--- config.mk ---
export PLATFORM = sky130hd
export DESIGN_NAME = inv_state
export DESIGN_NICKNAME = d
export VERILOG_FILES = /design/src/rtl/inv_state.sv
export SDC_FILE = /design/constraint.sdc
export NUM_CORES = 1
export LEC_CHECK = 0
export CAP_MARGIN = 25
export CORE_MARGIN = 2
export CORE_UTILIZATION = 35
export CTS_BUF_LIST = sky130_fd_sc_hd__clkbuf_4 sky130_fd_sc_hd__clkbuf_8
export DETAILED_ROUTE_END_ITERATION = 10
export GPL_TIMING_DRIVEN = 0
export PLACE_DENSITY = 0.62
export SETUP_SLACK_MARGIN = 0.5
export SYNTH_ARGS = -nofsm -noshare
export SYNTH_HDL_FRONTEND = slang
export SYNTH_SLANG_ARGS = --single-unit
--- constraint.sdc ---
create_clock -name clk -period 1.8 [get_ports clk]
set_input_delay 0.18 -clock clk [delete_from_list [all_inputs] [get_ports clk]]
set_output_delay 0.18 -clock clk [all_outputs]
set_load 0.01 [all_outputs]
--- src/rtl/inv_state.sv ---
// inv_state: AES-128 inverse-cipher round sequencer; INV_KEY_PRE_EN adds the KEY pre-pass.
module inv_state (
  input  logic       clk,
  input  logic       res,
  input  logic       start,
  output logic [2:0] cs,
  output logic [7:0] cot,
  output logic       busy,
  output logic       done,
  output logic       key_we
);
  typedef enum logic [2:0] {
    IDL = 3'b000,
    ADD = 3'b001,
    ISB = 3'b010,
    KEY = 3'b011,
    ISH = 3'b100,
    IMX = 3'b101,
    FIN = 3'b111
  } state_t;
  logic [2:0] r_cs;
  logic [7:0] r_cot;
  always_ff @(posedge clk) begin
    if (res) begin
      r_cs  <= IDL;
      r_cot <= 8'd0;
    end else begin
      case (r_cs)
        IDL: if (start) begin
`ifdef INV_KEY_PRE_EN
          r_cs  <= KEY;
          r_cot <= 8'd0;
`else
          r_cs  <= ADD;
          r_cot <= 8'd10;
`endif
        end
`ifdef INV_KEY_PRE_EN
        KEY: begin
          r_cot <= r_cot + 8'd1;
          if (r_cot == 8'd9) r_cs <= ADD;
        end
`endif
        ADD: begin
          if (r_cot == 8'd0) r_cs <= FIN;
          else if (r_cot == 8'd10) begin
            r_cs  <= ISH;
            r_cot <= 8'd9;
          end else r_cs <= IMX;
        end
        IMX: begin
          r_cs <= ISH;
          if (r_cot != 8'd0) r_cot <= r_cot - 8'd1;
        end
        ISH: r_cs <= ISB;
        ISB: r_cs <= ADD;
        FIN: begin
          r_cs  <= IDL;
          r_cot <= 8'd0;
        end
        default: begin
          r_cs  <= IDL;
          r_cot <= 8'd0;
        end
      endcase
    end
  end
  always_comb begin
    cs   = r_cs;
    cot  = r_cot;
    busy = (r_cs != IDL) && (r_cs != FIN);
    done = r_cs == FIN;
`ifdef INV_KEY_PRE_EN
    key_we = r_cs == KEY;
`else
    key_we = 1'b0;
`endif
  end
endmodule

==> results of run 1 <==
[worst max path at each step]
stage          endpoint  slack, ns  cells after the start    from
4_1_cts          cot[7]      -0.08                      5  cot[4]
2_1_floorplan    cot[0]      -0.04                      5  cot[6]
5_1_grt          cot[2]      -0.10                      5  cot[5]
3_3_place_gp     cot[1]      -0.16                      7  cot[0]
3_5_place_dp     cot[1]      -0.19                      7  cot[0]
6_report         cot[2]      -0.08                      5  cot[4]
[area by class of cell]
| cell class | count | area (sq um) |
|---|---|---|
| fill | 204 | 943.4 |
| multi-input combinational | 65 | 545.5 |
| timing repair buffer | 28 | 245.2 |
| sequential | 11 | 244.0 |
| buffer | 9 | 92.59 |
| tap | 28 | 35.03 |
| inverter | 9 | 33.78 |
| clock buffer | 4 | 30.03 |
[cells by family (layout without fill, tap and decap cells)]
group                    count (synthesis)  count (layout)
other                                    1               1
buffers and inverters                   18              50
flip-flops                              11              11
XOR/XNOR                                 1               1
adder cells (fa/ha/maj)                  2               2
AND/OR/NAND/NOR                         31              31
multiplexers                             1               1
AO/OA/AOI/OAI                           29              29
[where the power goes]
group	leakage [uW]	total, uW	switching, uW	internal [uW]
Sequential	0.0000957	309	35.3	274
Clock	0.0000184	193	91.8	101
Combinational	0.000420	474	237	237
Total	0.000534	976	364	612
[placed cells by master, fill, tap and decap left out, types with 2 or more instances in the layout]
| master | count |
|---|---|
| a21oi_1 | 6 |
| a31oi_1 | 5 |
| a31oi_2 | 2 |
| buf_2 | 2 |
| buf_4 | 11 |
| buf_6 | 10 |
| clkbuf_4 | 4 |
| clkdlybuf4s50_1 | 2 |
| dfxtp_2 | 7 |
| dfxtp_4 | 4 |
| dlygate4sd2_1 | 10 |
| dlymetal6s2s_1 | 2 |
| ha_1 | 2 |
| inv_1 | 9 |
| nand3_1 | 2 |
| nand3b_1 | 2 |
| nand4_1 | 5 |
| nor2_1 | 6 |
| nor3_1 | 4 |
| o21ai_0 | 2 |
| o32ai_2 | 5 |
[state kept, by name (all words and copies together), names as in the netlist]
| register | cells |
|---|---|
| cot | 8 |
| cs | 3 |
[repair_timing]
action	in CTS	in global routing
gates resized for setup	41	17
cloned	1	0
setup endpoints to repair	23	13
pin swaps	7	10
setup buffers	10	2
[worst max-delay path, cell delays in order (launching register included)]
cell and delay, ns:
dfxtp_2 0.32, or4_4 0.54, or3_4 0.41, buf_2 0.18, a31oi_1 0.20, o32ai_2 0.11
[per-layer routing]
layer / vias to the layer above / global-route usage / part of all wire
met1: 433 / 0.2563 / 0.42
li1: 423 / - / -
met3: 5 / 0.008772 / 0.041
met2: 29 / 0.3377 / 0.52
met4: 0 / 0.09649 / 0.017
met5: - / 0 / 0
[metrics by stage]
step	total power, uW	TNS [ns]	hold WS, ns	cells	util
2_1_floorplan	550.6	-0.04436	0.4036	94	-
3_3_place_gp	662.7	-0.6601	0.5264	137	0.4475
3_5_place_dp	673.4	-0.8417	0.5215	137	0.4475
4_1_cts	907.9	-0.4946	0.5180	152	0.5248
5_1_grt	1034	-0.5609	0.5777	154	0.5652
6_report	976.4	-0.3276	0.5417	154	0.5652
==> results.yml, run 1 <==
min_path:
  whs_endpoint: "cot[1]"
  hold_start: "cot[1]"
  hold_depth: 2
  min_path_type: "register to register"
pwr:
  cellLeakagePower_uw: 0.0005341
  vdd_drop_max_v: 0.0003818
  power-per-cell-area_mw_per_mm2: 796.3
yosys:
  ys_top_cells_by_count: "dfxtp_1, inv_1, a31oi_1, nor2_1, a21oi_1"
  synth_ff_type: "dfxtp_1"
  synth.distinct_cells: 38
  synth.mux.area_fraction: 0.01442
  synth.ff_latch_count: 11
  synth-compound-area-share: 0.2853
  synth_edf_count: 0
  synth_most_common_cell: "dfxtp_1"
  synth_nets: 99
  synth_area_sq_um: 780.7
  ys_async_sr_fraction: 0
  syn_avg_cell_area_sq_um: 8.306
  synth_area_leaders: "dfxtp_1, a31oi_1, o32ai_1"
  synth-simple-area-share: 0.2372
  synth_largest_area_cell: "dfxtp_1"
  yosysWarnings: 0
  synth_fa_ha_area_frac: 0.03205
  yosysTopAreaCellShare: 0.2821
  synth_top_family_by_area: "compound AO/OA/AOI/OAI gates"
  synthXorXnorAreaFrac: 0.01122
  synth_cells: 94
  ys_seq_area_frac: 0.2821
clock_network:
  clock_latency_ns: 0.28
  clkSlewWorstSetupHoldPaths_ns: 0.07
  cts_max_level: 1
  cts_buffers: 3
  root_buffer: "clkbuf_4"
  clock_sinks: 11
  clk_path_buf_depth: 2
  cts_hold_buf: 0
  tritoncts: "yes"
floorplanning:
  fp-row-count: 17
  core_sq_mm: 0.002170
  io_pins: 17
  die_area_sq_mm: 0.002625
  die_w_um: 51.23
  start_util: 0.3599
  die_h_um: 51.23
timing:
  period_share: 1.046
  min_period_ns: 1.883
  rsz0062_at_grt: "true"
  worst_slew_pin_slew_ns: 0.8104
  postLayoutSetupSlackWorst_ns: -0.08256
  fin_skew_ns: 0.003622
  setup_viol: 7
  fmax_mhz: 531.2
  hold_viol: 0
  drv_slew: 0
  slew_headroom: 0.4548
critical_path:
  endpoint_kind: "register"
  start_kind: "register"
  r2r-end: "cot[2]"
  cp_max_fo: 5
  worstRegToRegCells: 5
  worstPathRequired_ns: 1.94
  reg2reg_from: "cot[4]"
  rrSetupSlack_ns: -0.08
  critPathKind: "register to register"
  cp.arrival_ns: 2.02
route:
  routed-via-count: 890
  wirelength_mm: 2.510
  viasPerCell: 5.779
  postRouteAntennaNets: 0
  drt_iter0_drc: 38
  wl_per_cell_um: 16.30
  first_pass_iters: 4
  drc: 0
status:
  violations: "negative setup slack"
  status: "finished, violations left"
global_routing:
  grt_max_degree: 11
  grt_pass1_wl_mm: 3.926
  antenna_found_initial: 0
  grt_pass1_vias: 863
  grt_overflow: 0
  grtUsageTotal: 0.1984
place:
  placed_area_sq_um: 970.9
  gp_congestion: 0.8280
  pre_cts_ws_ns: -0.1856
  place_hpwl_mm: 1.476
  numPortBuffers: 15
cells_and_area:
  finalInstanceArea_sq_mm: 0.001226
  num_antenna_cells: 0
  area_growth_pct: 57.05
  drive_above_1_share: 0.4365
  layout.nets: 132
job:
  drv_cap: 0
Power figures use the tool's default switching activity.
==> inputs of run 2 (changes only) <==
Settings changed: CORE_MARGIN 2 to unset.
==> results.yml, run 2 (synthesis gave the netlist of run 1 again) <==
cells_and_area:
  utilization: 0.5545
  mostFrequentLayoutCell: "dlygate4sd2_1"
  final_cell_mix: "dlygate4sd2_1, inv_1, nor2_1, dfxtp_2, a21oi_1"
  layout.nets: 122
  area_growth_pct: 43.59
  largest_reg_flops: 8
  drive_above_1_share: 0.3534
  num_antenna_cells: 0
route:
  routed-via-count: 843
  wirelength_mm: 2.182
  first_pass_iters: 5
  viasPerCell: 5.895
  wl_per_cell_um: 15.26
  drt_iter0_drc: 23
  postRouteAntennaNets: 0
  drc: 0
global_routing:
  antenna_found_initial: 0
  grtUsageTotal: 0.2014
  grt_max_degree: 11
  grt_pass1_wl_mm: 3.760
  grt_overflow: 0
  grt_pass1_vias: 801
critical_path:
  critPathMaxStageDelay_ns: 0.52
  crit_chain: "or4_4 -> or3_4 -> buf_6 -> a31o_4 -> o32ai_2"
  critPathKind: "register to register"
  cp.arrival_ns: 2.06
  critPathTopFamily: "simple AND/OR/NAND/NOR gates"
  endpoint_kind: "register"
  start_kind: "register"
  reg2reg_from: "cot[6]"
  rrSetupSlack_ns: -0.08
  crit_slowest_cell: "or4_4"
  worstPathRequired_ns: 1.98
  r2r-end: "cot[4]"
  cp_max_fo: 5
  cp.depth: 5
  crit_buf_inv: 1
  worstRegToRegCells: 5
timing:
  drv_slew: 0
  hold_viol: 0
  whs_ns: 0.5277
  worst_slew_pin_slew_ns: 0.8314
  postLayoutSetupSlackWorst_ns: -0.07651
  period_share: 1.043
  setup_viol: 7
  fin_skew_ns: 0.001622
  min_period_ns: 1.877
  fmax_mhz: 532.9
  slew_headroom: 0.4406
  rsz0062_at_grt: "true"
status:
  status: "finished, violations left"
  violations: "negative setup slack"
floorplanning:
  die_h_um: 49.23
  die_w_um: 49.23
  start_util: 0.3861
  fp-row-count: 16
  die_area_sq_mm: 0.002424
  core_sq_mm: 0.002022
  io_pins: 17
pwr:
  cellLeakagePower_uw: 0.0004805
  vdd_drop_max_v: 0.0004113
  power-per-cell-area_mw_per_mm2: 795.7
min_path:
  min_path_type: "register to register"
  whs_endpoint: "cot[1]"
  hold_start: "cot[1]"
  hold_depth: 2
place:
  gp_congestion: 0.8225
  place_hpwl_mm: 1.374
  numPortBuffers: 15
clock_network:
  clock_sinks: 11
  tritoncts: "yes"
  cts_max_level: 1
  clk_path_buf_depth: 2
  clkSlewWorstSetupHoldPaths_ns: 0.07
  cts_buffers: 3
  clock_latency_ns: 0.28
  cts_hold_buf: 0
  root_buffer: "clkbuf_4"
job:
  drv_cap: 0
## run 2: cell count changes in the layout (fill, tap and decap cells not counted), moves of 2 or more
cell	change
buf_4	-8
buf_6	-5
a31oi_1	-2
a31oi_2	+2
dfxtp_1	+2
dfxtp_4	-2
## run 2: layout make-up
type,instances,area [sq um]
Fill cell,182,900.9
Multi-Input combinational cell,65,538.0
Sequential cell,11,236.5
Timing Repair Buffer,18,162.7
Buffer,9,86.33
Inverter,9,33.78
Tap cell,27,33.78
Clock buffer,4,30.03
## run 2: worst min-delay path: cells and delay by family, from the launching register on
family	cells	cell delay, ns
simple gates	1	0.07
compound gates	1	0.06
flops	1	0.36
## run 2: layer usage
layer | GRT usage | share of wire | vias up
met3 | 0.04984 | 0.061 | 9
li1 | - | - | 402
met1 | 0.2753 | 0.46 | 389
met2 | 0.3105 | 0.47 | 43
met5 | 0 | 0 | -
met4 | 0.05392 | 0.016 | 0
## run 2: how the worst max path moves through the flow
| stage | slack (ns) | to | start |
|---|---|---|---|
| 4_1_cts | -0.08 | cot[4] | cot[6] |
| 2_1_floorplan | -0.04 | cot[0] | cot[6] |
| 3_3_place_gp | -0.13 | cot[4] | cot[6] |
| 3_5_place_dp | -0.11 | cot[4] | cot[6] |
| 5_1_grt | -0.13 | cot[2] | cot[6] |
| 6_report | -0.08 | cot[4] | cot[6] |
## run 2: repair_timing
action                                 4_1_cts  5_1_grt
setup endpoints to repair                   23       13
pin swaps                                    6        8
endpoints found under the hold margin        0        0
setup buffers                                2        0
cloned                                       1        0
resized for setup                           28       14
## run 2: power by group
part,total (uW),switching [uW],internal (uW)
Combinational,389,200,188
Clock,195,94.0,101
Sequential,308,37.8,270
Total,892,332,560
## run 2: stage by stage
stage	area [sq um]	setup slack (ns)	total power [uW]	cells	setup TNS, ns
after detailed placement	969.7	-0.1125	662.4	136	-0.5934
after CTS	1059	-0.08469	859.7	143	-0.5046
final	1121	-0.07651	892.0	143	-0.4279
after floorplan	785.8	-0.03913	550.6	94	-0.04436
after global routing	1121	-0.1255	955.1	143	-0.7663
after global placement	969.7	-0.1272	661.4	136	-0.6201
